==> src/rtl/mux_nx1_pkg.sv <==
// Shared constants, pointer type and width helper for the N-to-1 round-robin mux.
package mux_nx1_pkg;

  localparam int unsigned MODE_RR     = 0;
  localparam int unsigned MODE_STRICT = 1;

  // Wide enough for the largest supported channel count (16).
  localparam int unsigned PTR_W = 4;

  typedef logic [PTR_W-1:0] ptr_t;

  // Ceiling log2 with a floor of 1 so a pointer always has at least one bit.
  function automatic int unsigned clog2(input int unsigned n);
    int unsigned v;
    int unsigned r;
    r = 0;
    v = (n > 0) ? n - 1 : 0;
    while (v > 0) begin
      r++;
      v = v >> 1;
    end
    return (r == 0) ? 1 : r;
  endfunction

endpackage

==> src/rtl/rr_arbiter.sv <==
// Combinational channel arbiter: rotating first-valid search (MODE_RR) or
// wait-on-current-channel strict rotation (MODE_STRICT).
module rr_arbiter
  import mux_nx1_pkg::*;
#(
  parameter int unsigned N    = 4,
  parameter int unsigned MODE = MODE_RR
) (
  input  logic [N-1:0] req,
  input  ptr_t         ptr,
  input  logic         en,
  output logic [N-1:0] gnt,
  output ptr_t         gnt_idx,
  output logic         any
);

  int unsigned w_idx;

  always_comb begin
    gnt     = '0;
    gnt_idx = '0;
    any     = 1'b0;
    w_idx   = 0;
    if (en) begin
      if (MODE == MODE_STRICT) begin
        w_idx = int'(ptr);
        if (w_idx < N && req[w_idx]) begin
          gnt[w_idx] = 1'b1;
          gnt_idx    = ptr;
          any        = 1'b1;
        end
      end else begin
        // Walk channels starting at ptr; first requester wins.
        for (int unsigned i = 0; i < N; i++) begin
          w_idx = int'(ptr) + i;
          if (w_idx >= N) w_idx = w_idx - N;
          if (!any && req[w_idx]) begin
            gnt[w_idx] = 1'b1;
            gnt_idx    = ptr_t'(w_idx);
            any        = 1'b1;
          end
        end
      end
    end
  end

endmodule

==> src/rtl/mux_nx1_rr.sv <==
// N-to-1 registered mux with valid/ready flow control and rotating channel selection.
// Optional build macro MUX_NX1_IDLE_ZERO_EN clears out on idle load cycles.
module mux_nx1_rr
  import mux_nx1_pkg::*;
#(
  parameter int unsigned N    = 4,
  parameter int unsigned W    = 8,
  parameter int unsigned MODE = MODE_RR
) (
  input  logic           clk,
  input  logic           reset,
  input  logic [N*W-1:0] in_data,
  input  logic [N-1:0]   valid,
  output logic [N-1:0]   pop,
  output logic [W-1:0]   out,
  output logic           validout,
  input  logic           out_ready
);

  localparam int unsigned PtrW = clog2(N);

  ptr_t         r_ptr;
  logic [W-1:0] r_out;
  logic         r_validout;

  logic         w_load;
  logic         w_en;
  logic [N-1:0] w_gnt;
  ptr_t         w_gnt_idx;
  logic         w_any;
  ptr_t         w_ptr_nxt;
  logic [W-1:0] w_sel_data;

  assign w_load = !r_validout || out_ready;
  // Gating with reset keeps pop quiet while the block is being reset.
  assign w_en   = w_load && !reset;

  rr_arbiter #(
    .N    (N),
    .MODE (MODE)
  ) u_arb (
    .req     (valid),
    .ptr     (r_ptr),
    .en      (w_en),
    .gnt     (w_gnt),
    .gnt_idx (w_gnt_idx),
    .any     (w_any)
  );

  assign w_ptr_nxt = (w_gnt_idx == ptr_t'(N - 1)) ? '0 : ptr_t'(w_gnt_idx + ptr_t'(1));

  always_comb begin
    w_sel_data = '0;
    for (int unsigned k = 0; k < N; k++) begin
      if (w_gnt[k]) w_sel_data = w_sel_data | in_data[k*W +: W];
    end
  end

  always_ff @(posedge clk) begin
    if (reset) begin
      r_ptr      <= '0;
      r_out      <= '0;
      r_validout <= 1'b0;
    end else if (w_load) begin
      if (w_any) begin
        r_ptr      <= w_ptr_nxt;
        r_out      <= w_sel_data;
        r_validout <= 1'b1;
      end else begin
        r_validout <= 1'b0;
`ifdef MUX_NX1_IDLE_ZERO_EN
        r_out      <= '0;
`else
        r_out      <= r_out;
`endif
      end
    end
  end

  assign pop      = w_gnt;
  assign out      = r_out;
  assign validout = r_validout;

`ifndef SYNTHESIS
  a_pop_onehot : assert property (@(posedge clk) $onehot0(pop));
  a_pop_reset  : assert property (@(posedge clk) reset |-> (pop == '0));
  a_ptr_range  : assert property (@(posedge clk) disable iff (reset) int'(r_ptr) < N);
  a_ptr_width  : assert property (@(posedge clk) PtrW <= PTR_W);
`endif

endmodule

==> config.mk <==
export PLATFORM = sky130hd
export DESIGN_NAME = mux_nx1_rr
export DESIGN_NICKNAME = d
export VERILOG_FILES = /design/src/rtl/mux_nx1_pkg.sv /design/src/rtl/rr_arbiter.sv /design/src/rtl/mux_nx1_rr.sv
export SDC_FILE = /design/constraint.sdc
export NUM_CORES = 1
export LEC_CHECK = 0
export CORE_UTILIZATION = 59
export CTS_BUF_LIST = sky130_fd_sc_hd__clkbuf_16
export DETAILED_ROUTE_END_ITERATION = 8
export DONT_BUFFER_PORTS = 1
export GPL_TIMING_DRIVEN = 0
export MAX_ROUTING_LAYER = met4
export PLACE_DENSITY = 0.83
export REMOVE_ABC_BUFFERS = 1
export SYNTH_ARGS = -nofsm -noshare
export SYNTH_HDL_FRONTEND = slang
export SYNTH_HIERARCHICAL = 1
export SYNTH_SLANG_ARGS = --single-unit
==> constraint.sdc <==
create_clock -name clk -period 6.1 [get_ports clk]
set_clock_uncertainty 0.1 [all_clocks]
set_input_delay 1.525 -clock clk [delete_from_list [all_inputs] [get_ports clk]]
set_output_delay 1.525 -clock clk [all_outputs]
set_load 0.1 [all_outputs]
==> metrics.md, run 1 <==
| Metric | Value |
|---|---|
| Status | finished, violations left |
| Failing checks | design-rule violations |
| Met3 GRT Util | 4.31% |
| I/O Buffers | 0 |
| Horiz. Die Dim | 57.4 um |
| Most frequent cells after synthesis | a22oi_1, a21oi_1, ha_1 |
| HP Class | reg2reg |
| #FFs+latches synth | 13 |
| Clock tree from TritonCTS | done |
| CTS resizes | 0 |
| Diode count | 0 |
| CTS Buf Count | 3 |
| Final hold viol count | 0 |
| Crit-path most repeated cell | ha_1 |
| Ys flop type | dfxtp_1 |
| H-tree depth | 1 |
| Crit-path slowest cell | a21boi_4 |
| # hold bufs at CTS | 0 |
| Fin crit share | 95.9% |
| Final slew viol count | 0 |
| WL final | 4680 um |
| Vias | 1760 |
| Async set-reset flop share out of synthesis | 0% |
| Layout cell share with drive strength beyond 1 | 14.0% |
| Post-route insts no fill | 238 |
| Final core utilization | 67.3% |
| Total global routing overflow | 0 |
| Crit start category | flip-flop |
| GR Util met2 | 50.8% |
| Routed len/inst | 19.7 um |
| Crit Path Category | reg2out |
| Crit-path cells | inv_1 -> ha_1 -> xnor2_1 -> inv_1 -> ha_1 -> ha_1 -> o21ai_0 -> nand4b_1 -> a21oi_4 -> a22oi_1 -> a21boi_4 |
| Die footprint | 3290 um2 |
| Max_slew headroom | 34.0% |
| Placer congestion estimate | 0.970 |
| Clock sink count | 13 |
| Least-Margin Pin Slew | 989 ps |
| Crit path DAT | 4220 ps |
| Yosys cell types | 57 |
| Final Critical Period | 5850 ps |
| DR pass1 iterations | 8 |
| Worst Path Required | 4470 ps |
| Worst IR Drop VDD | 0.278 mV |
| Nets | 269 |
| DRT iter0 DRCs | 122 |
| Area leader, netlist | ha_1 |
| Syn Inst Count | 215 |
| CP Max Fanout | 20 |
| Number of cell rows | 19 |
| Buffers plus inverters on the worst setup path | 2 |
| Largest net degree at the start of global routing | 21 |
| Core area | 2830 um2 |
| Final setup vio count | 0 |
| Global router's overall resource usage | 29.5% |
| Met1 Use GR | 36.7% |
| Area grow syn2layout | 5.11% |
| RSZ-0062 raised after global routing | no |
| Top cells by area, synth | ha_1, dfxtp_1, a22oi_1, a21oi_1, a311oi_1 |
| Initial antenna violation count | 0 |
| Reg clk slew, reported paths | 40 ps |
| Cells after DPL | 234 |
| EDFF count, synth | 0 |
| Starting Density | 64.0% |
| Synthesized area | 1810 um2 |
| Mean number of vias per cell | 7.39 |
| Die height | 57.4 um |
| Post-CTS setup buffer count | 0 |
| Dpl cell area | 1820 um2 |
| Post-place setup slack | 573 ps |
| Crit path max-delay family | compound AO/OA/AOI/OAI gates |
| Residual DRC | 3 |
| # Max-Cap Violations | 0 |
| Crit. End Element | output pin |
| Static Leakage | 0.643 nW |
| Hold slack final | 533 ps |
| Final instance area | 1900 um2 |
| Total Power | 0.501 mW |
| Synthesized area per cell | 8.42 um2 |
| Deepest clock path buffer count | 2 |
| TNS Setup | 0 ps |
| Layout fillers | 241 |
| Sequential-to-total area share from yosys stat | 14.4% |
| Yosys Warn Count | 6 |
| Antenna Violating Nets Remaining | 0 |
| PnR worst setup slack | 251 ps |
| First-pass GRT wire length | 7580 um |
| DP Wirelength | 3470 um |
| Root buffer cell | clkbuf_16 |
| CP max stage delay | 790 ps |
| GRT busiest layer | met2 |
| Worst skew pair latency | 240 ps |
| Fmax | 0.171 GHz |
| Synth top area share | 15.2% |
| Vias in the first global route | 1689 |
| IO Pins | 52 |
| Power Dens Cells | 263 nW/um2 |
| Cell with the most instances after synthesis | a22oi_1 |
==> worst register-to-register path, cell delays in order, from the launching register on <==
cell      delay (ps)
dfxtp_1          780
inv_1            340
ha_1             390
xnor2_1          290
inv_1            130
ha_1             210
ha_1             180
o21ai_0          200
nand4b_1         250
a21oi_4          250
a22oi_1          150
a21boi_4         790
a22oi_1          260
a311oi_1         350
==> worst paths after layout <==
kind | to | cells after the start | slack, ps | start
setup / recovery | pop[3] | 11 | 250 | r_ptr[0]
hold / removal | r_ptr[3] | 2 | 530 | r_ptr[3]
setup reg to reg | out[3] | 13 | 1330 | r_ptr[0]
hold reg to reg | r_ptr[3] | 2 | 530 | r_ptr[3]
==> cell usage in the layout (no fill, tap or decap), types with 3 or more instances in the layout <==
master	instances
a311oi_1	9
a22oi_1	24
o21ai_0	12
mux4_2	3
nor2b_1	4
xnor2_1	7
nor2_1	6
dfxtp_1	13
o2111ai_1	3
a21oi_1	22
nand3b_1	4
clkbuf_16	3
ha_1	22
inv_1	15
inv_2	3
a21boi_4	4
nand2_1	8
==> cell families after synthesis <==
group | share of synthesized area (%)
muxes | 4.35
and+or+nand+nor | 15.0
xor gates and xnor gates | 4.35
DFF | 14.4
AOI/OAI and AO/OA | 39.3
adders and majority gates | 15.2
buffers and inverters | 7.39
==> power breakdown <==
| part | internal (mW) | total, mW | switching (mW) | leakage [nW] |
|---|---|---|---|---|
| Combinational | 0.0910 | 0.231 | 0.140 | 0.494 |
| Sequential | 0.0936 | 0.150 | 0.0562 | 0.107 |
| Clock | 0.0862 | 0.120 | 0.0341 | 0.0423 |
==> flip-flops by register name, summed over array words and instances (netlist names) <==
register  cells
out           8
r_ptr         4
validout      1
==> per-layer routing <==
metal,vias up,routed length (um)
met5,-,0
met4,0,54
met3,7,274
met2,80,2400
met1,858,1950
li1,815,-
==> cell type report <==
class / count / area (um2) / area share [%]
well taps: 31 / 38.8 / 2.04
flip-flops and latches: 13 / 260 / 13.7
clock inverters: 1 / 3.75 / 0.197
clock buffers: 3 / 75.1 / 3.94
multi-input cells: 173 / 1460 / 76.8
inverters: 17 / 63.8 / 3.35
Power figures use the tool's default switching activity.
==> run 2: changes to the inputs <==
--- a/config.mk
+++ b/config.mk
@@ -5,6 +5,7 @@
 export SDC_FILE = /design/constraint.sdc
 export NUM_CORES = 1
 export LEC_CHECK = 0
+export CORE_ASPECT_RATIO = 0.75
 export CORE_UTILIZATION = 59
 export CTS_BUF_LIST = sky130_fd_sc_hd__clkbuf_16
 export DETAILED_ROUTE_END_ITERATION = 8
==> run 2 against run 1 <==
Compared with the run above: the run now ends clean; sequential share of layout area fell by 0.72 points; worst hold slack improved by 45 ps; worst setup slack improved by 130 ps; non-clock buffer count rose by 8; flip-flop and latch count did not move; critical endpoint is now pop[1]; largest power group unchanged.
==> metrics.md, run 2 (same netlist as run 1, synthesis figures left out) <==
| Metric | Value |
|---|---|
| Status | completed (was finished, violations left) |
| Mean number of vias per cell | 7.16 (was 7.39) |
| Global router's overall resource usage | 31.8% (was 29.5%) |
| RSZ-0062 raised after global routing | no (unchanged) |
| Residual DRC | 0 (was 3) |
| Worst Path Required | 4470 ps (about the same) |
| Final instance area | 2010 um2 (was 1900 um2) |
| Diode count | 0 (unchanged) |
| # hold bufs at CTS | 0 (unchanged) |
| Deepest clock path buffer count | 2 (unchanged) |
| Area grow syn2layout | 10.9% (was 5.11%) |
| Worst skew pair latency | 250 ps (was 240 ps) |
| Horiz. Die Dim | 66.0 um (was 57.4 um) |
| Crit. End Element | output pin (unchanged) |
| Placer congestion estimate | 0.899 (was 0.970) |
| Power Dens Cells | 259 nW/um2 (was 263 nW/um2) |
| Dpl cell area | 1930 um2 (was 1820 um2) |
| Largest register FFs | 8 (unchanged) |
| Post-route insts no fill | 253 (was 238) |
| Largest net degree at the start of global routing | 21 (unchanged) |
| Die height | 50.0 um (was 57.4 um) |
| Fin crit share | 93.7% (was 95.9%) |
| Hold slack final | 578 ps (was 533 ps) |
| Antenna Violating Nets Remaining | 0 (unchanged) |
| Final setup vio count | 0 (unchanged) |
| Post-place setup slack | 727 ps (was 573 ps) |
| Fmax | 0.175 GHz (was 0.171 GHz) |
| Crit Path Category | reg2out (unchanged) |
| Initial antenna violation count | 0 (unchanged) |
| Clock tree from TritonCTS | done (unchanged) |
| IO Pins | 52 (unchanged) |
| Final hold viol count | 0 (unchanged) |
| H-tree depth | 1 (unchanged) |
| Layout fillers | 243 (was 241) |
| Least-Margin Pin Slew | 1000 ps (was 989 ps) |
| Layout cell share with drive strength beyond 1 | 15.8% (was 14.0%) |
| Clock sink count | 13 (unchanged) |
| Commonest non-fill, non-tap cell in the layout | a22oi_1 (unchanged) |
| HP Class | reg2reg (unchanged) |
| Vias in the first global route | 1747 (was 1689) |
| Root buffer cell | clkbuf_16 (unchanged) |
| Worst IR Drop VDD | 0.157 mV (was 0.278 mV) |
| Max_slew headroom | 33.1% (was 34.0%) |
| Static Leakage | 0.677 nW (was 0.643 nW) |
| Final Critical Period | 5710 ps (was 5850 ps) |
| Post-CTS setup buffer count | 0 (unchanged) |
| CP Max Fanout | 20 (unchanged) |
| Core area | 2940 um2 (was 2830 um2) |
| Starting Density | 61.7% (was 64.0%) |
| I/O Buffers | 0 (unchanged) |
| CTS resizes | 0 (unchanged) |
| DRT iter0 DRCs | 122 (unchanged) |
| Number of cell rows | 17 (was 19) |
| PnR worst setup slack | 386 ps (was 251 ps) |
| Reg clk slew, reported paths | 50 ps (was 40 ps) |
| # Max-Cap Violations | 0 (unchanged) |
| Nets | 277 (was 269) |
| Most frequent cells in the layout | a22oi_1, a21oi_1, ha_1 (unchanged) |
| Vias | 1812 (was 1760) |
| Cells after DPL | 249 (was 234) |
| Routed len/inst | 19.4 um (was 19.7 um) |
| Crit path DAT | 4090 ps (was 4220 ps) |
| Final slew viol count | 0 (unchanged) |
| WL final | 4910 um (was 4680 um) |
| DR pass1 iterations | 5 (was 8) |
| First-pass GRT wire length | 7880 um (was 7580 um) |
| Die footprint | 3300 um2 (was 3290 um2) |
| Total global routing overflow | 0 (unchanged) |
| Crit start category | flip-flop (unchanged) |
| CTS Buf Count | 3 (unchanged) |
| DP Wirelength | 3740 um (was 3470 um) |
| Reg2Reg Setup Slack | 1550 ps (was 1330 ps) |
## run 2: final timing paths
check / from / to / cells after the start
setup / recovery: r_ptr[0] / pop[1] / 12
hold / removal: r_ptr[3] / r_ptr[3] / 2
setup reg to reg: r_ptr[0] / out[5] / 15
hold reg to reg: r_ptr[3] / r_ptr[3] / 2
## run 2: where the power goes
part	internal [mW]	total, mW	switching (mW)
Clock	0.0873	0.125	0.0379
Sequential	0.0935	0.150	0.0567
Combinational	0.101	0.245	0.144
Total	0.282	0.521	0.239
## run 2: worst max-delay path, stage by stage (launching register included)
cell      delay, ps
dfxtp_1         800
inv_1           330
ha_1            380
xnor2_1         270
inv_1           110
ha_1            210
ha_1            200
o21ai_0         220
nand4b_1        260
a21oi_4         240
a22oi_1         130
a21boi_2        440
buf_16          230
## run 2: per-layer routing
metal  vias up  global-route usage [%]  wire [um]
li1        841                       -          -
met1       863                    39.9       2080
met2        91                    49.8       2360
met3        17                    6.71        350
met4         0                    12.1        121
met5         -                       -          0
## run 2: cell type report
class,count,area (um2),area share [%]
clock buffers,3,75.1,3.74
multi-input cells,173,1430,71.3
well taps,38,47.5,2.37
inverters,17,63.8,3.18
flip-flops and latches,13,260,13.0
clock inverters,1,5.00,0.249
repair buffers,8,125,6.23
## run 2: stage by stage
stage / utilization, % / setup TNS, ps / total power, mW
detailed placement: 65.7 / 0 / 0.390
CTS: 68.4 / 0 / 0.517
global route: 68.4 / 0 / 0.548
finish: 68.4 / 0 / 0.521
global placement: 60.9 / -765 / 0.359
floorplan: - / 0 / 0.330
==> run 3: changes to the inputs <==
--- a/config.mk
+++ b/config.mk
@@ -5,14 +5,17 @@
 export SDC_FILE = /design/constraint.sdc
 export NUM_CORES = 1
 export LEC_CHECK = 0
+export CELL_PAD_IN_SITES_DETAIL_PLACEMENT = 0
+export CELL_PAD_IN_SITES_GLOBAL_PLACEMENT = 1
 export CORE_ASPECT_RATIO = 0.75
-export CORE_UTILIZATION = 59
+export CORE_MARGIN = 2
+export CORE_UTILIZATION = 50
 export CTS_BUF_LIST = sky130_fd_sc_hd__clkbuf_16
 export DETAILED_ROUTE_END_ITERATION = 8
 export DONT_BUFFER_PORTS = 1
 export GPL_TIMING_DRIVEN = 0
 export MAX_ROUTING_LAYER = met4
-export PLACE_DENSITY = 0.83
+export PLACE_DENSITY = 0.93
 export REMOVE_ABC_BUFFERS = 1
 export SYNTH_ARGS = -nofsm -noshare
 export SYNTH_HDL_FRONTEND = slang
==> run 3 against run 2 <==
Compared with the run above: first-iteration DRC count increased by 89%; fmax up 0.13%; cell area up 0.25%; core utilization down 8.8 points; clock power is essentially flat; global-route usage fell by 6.9 points; critical path depth unchanged; routed wire length decreased by 0.35%; register-to-register slack hardly changed; clock-buffer cell count unchanged; worst hold slack worse by 35 ps; flip-flop and latch count unchanged.
==> metrics.md, run 3 (same netlist as run 1, synthesis figures left out) <==
| Metric | Value |
|---|---|
| Mean number of vias per cell | 7.06 (was 7.16) |
| Root buffer cell | clkbuf_16 (unchanged) |
| IO Pins | 52 (unchanged) |
| Crit start category | flip-flop (unchanged) |
| Final slew viol count | 0 (unchanged) |
| Area of the multi-input gates | 1430 um2 (unchanged) |
| Worst IR Drop VDD | 0.163 mV (was 0.157 mV) |
| Vias in the first global route | 1656 (was 1747) |
| Clock tree from TritonCTS | done (unchanged) |
| CTS resizes | 0 (unchanged) |
| Status | completed (unchanged) |
| # hold bufs at CTS | 0 (unchanged) |
| Power Dens Cells | 258 nW/um2 (was 259 nW/um2) |
| Total global routing overflow | 0 (unchanged) |
| CTS Buf Count | 3 (unchanged) |
| Diode count | 0 (unchanged) |
| Initial antenna violation count | 0 (unchanged) |
| HP Class | reg2reg (unchanged) |
| Final setup vio count | 0 (unchanged) |
| Deepest clock path buffer count | 2 (unchanged) |
| Vias | 1800 (was 1812) |
| Most frequent cells in the layout | a22oi_1, a21oi_1, ha_1 (unchanged) |
| Post-place setup slack | 740 ps (was 727 ps) |
| Crit. End Element | output pin (unchanged) |
| Worst skew pair latency | 240 ps (was 250 ps) |
| Die footprint | 4120 um2 (was 3300 um2) |
| Routed len/inst | 19.2 um (was 19.4 um) |
| Least-Margin Pin Slew | 998 ps (was 1000 ps) |
| DRT iter0 DRCs | 230 (was 122) |
| Crit path DAT | 4080 ps (was 4090 ps) |
| Antenna Violating Nets Remaining | 0 (unchanged) |
| Crit Path Category | reg2out (unchanged) |
| DR pass1 iterations | 6 (was 5) |
| Core area | 3380 um2 (was 2940 um2) |
| I/O Buffers | 0 (unchanged) |
| Layout cell share with drive strength beyond 1 | 16.7% (was 15.8%) |
| Static Leakage | 0.686 nW (was 0.677 nW) |
| Total Power | 0.520 mW (was 0.521 mW) |
| RSZ-0062 raised after global routing | no (unchanged) |
| PnR worst setup slack | 394 ps (was 386 ps) |
| Number of cell rows | 18 (was 17) |
| Commonest non-fill, non-tap cell in the layout | a22oi_1 (unchanged) |
| Global router's overall resource usage | 24.9% (was 31.8%) |
| Fmax | 0.175 GHz (about the same) |
| # Max-Cap Violations | 0 (unchanged) |
| DP Wirelength | 3720 um (was 3740 um) |
| Clock sink count | 13 (unchanged) |
| Area grow syn2layout | 11.2% (was 10.9%) |
| Max_slew headroom | 33.3% (was 33.1%) |
| WL final | 4890 um (was 4910 um) |
| Nets | 277 (unchanged) |
| First-pass GRT wire length | 8160 um (was 7880 um) |
| Largest net degree at the start of global routing | 21 (unchanged) |
| Flip-flop and latch area | 260 um2 (unchanged) |
| Placer congestion estimate | 0.949 (was 0.899) |
| Final hold viol count | 0 (unchanged) |
| Residual DRC | 0 (unchanged) |
| H-tree depth | 1 (unchanged) |
| Starting Density | 53.6% (was 61.7%) |
| Die height | 56.1 um (was 50.0 um) |
| CP Max Fanout | 20 (unchanged) |
| Layout fillers | 287 (was 243) |
| Fin crit share | 93.5% (was 93.7%) |
| Horiz. Die Dim | 73.5 um (was 66.0 um) |
| Post-CTS setup buffer count | 0 (unchanged) |
| Reg clk slew, reported paths | 50 ps (about the same) |
| Largest register FFs | 8 (unchanged) |
| Worst Path Required | 4470 ps (about the same) |
| Final Critical Period | 5710 ps (about the same) |
| Reg2Reg Setup Slack | 1540 ps (was 1550 ps) |
==> run 3: final timing paths <==
check / cells after the start / to / from
worst max register to register: 15 / out[5] / r_ptr[0]
worst min register to register: 2 / r_ptr[3] / r_ptr[3]
worst min-delay path: 2 / r_ptr[3] / r_ptr[3]
worst max-delay path: 12 / pop[2] / r_ptr[0]
==> run 3: report_power, final <==
part / switching (mW) / internal, mW
clock network: 0.0383 / 0.0873
registers: 0.0566 / 0.0935
logic: 0.143 / 0.101
==> run 3: area by class of cell <==
cell class	instances	share of cell area [%]
Clock buffer	3	3.73
Clock inverter	1	0.249
Inverter	17	3.17
Multi-Input combinational cell	173	71.1
Sequential cell	13	12.9
Tap cell	40	2.49
Timing Repair Buffer	8	6.34
==> run 3: through the flow <==
stage / std cells / util (%) / hold slack [ps] / setup TNS [ps] / cell area (um2)
finish: 255 / 59.6 / 543 / 0 / 2010
global route: 255 / 59.6 / 571 / 0 / 2010
CTS: 255 / 59.6 / 535 / 0 / 2010
detailed placement: 251 / 57.2 / 531 / 0 / 1930
global placement: 243 / 53.0 / 520 / -779 / 1790
floorplan: 203 / - / 460 / 0 / 1740
==> run 3: worst max-delay path, stage by stage (launching register included) <==
cell,delay (ps)
dfxtp_1,810
inv_1,340
ha_1,380
xnor2_1,270
inv_1,110
ha_1,210
ha_1,200
o21ai_0,190
nand4b_1,240
a21oi_4,250
a22oi_1,130
a21boi_2,460
buf_16,230
==> run 3: layer usage <==
layer | GRT usage, % | up-vias | wire (um)
met4 | 4.16 | 0 | 53
met3 | 4.89 | 11 | 314
li1 | - | 845 | -
met2 | 37.5 | 95 | 2340
met5 | - | - | 0
met1 | 35.0 | 849 | 2180
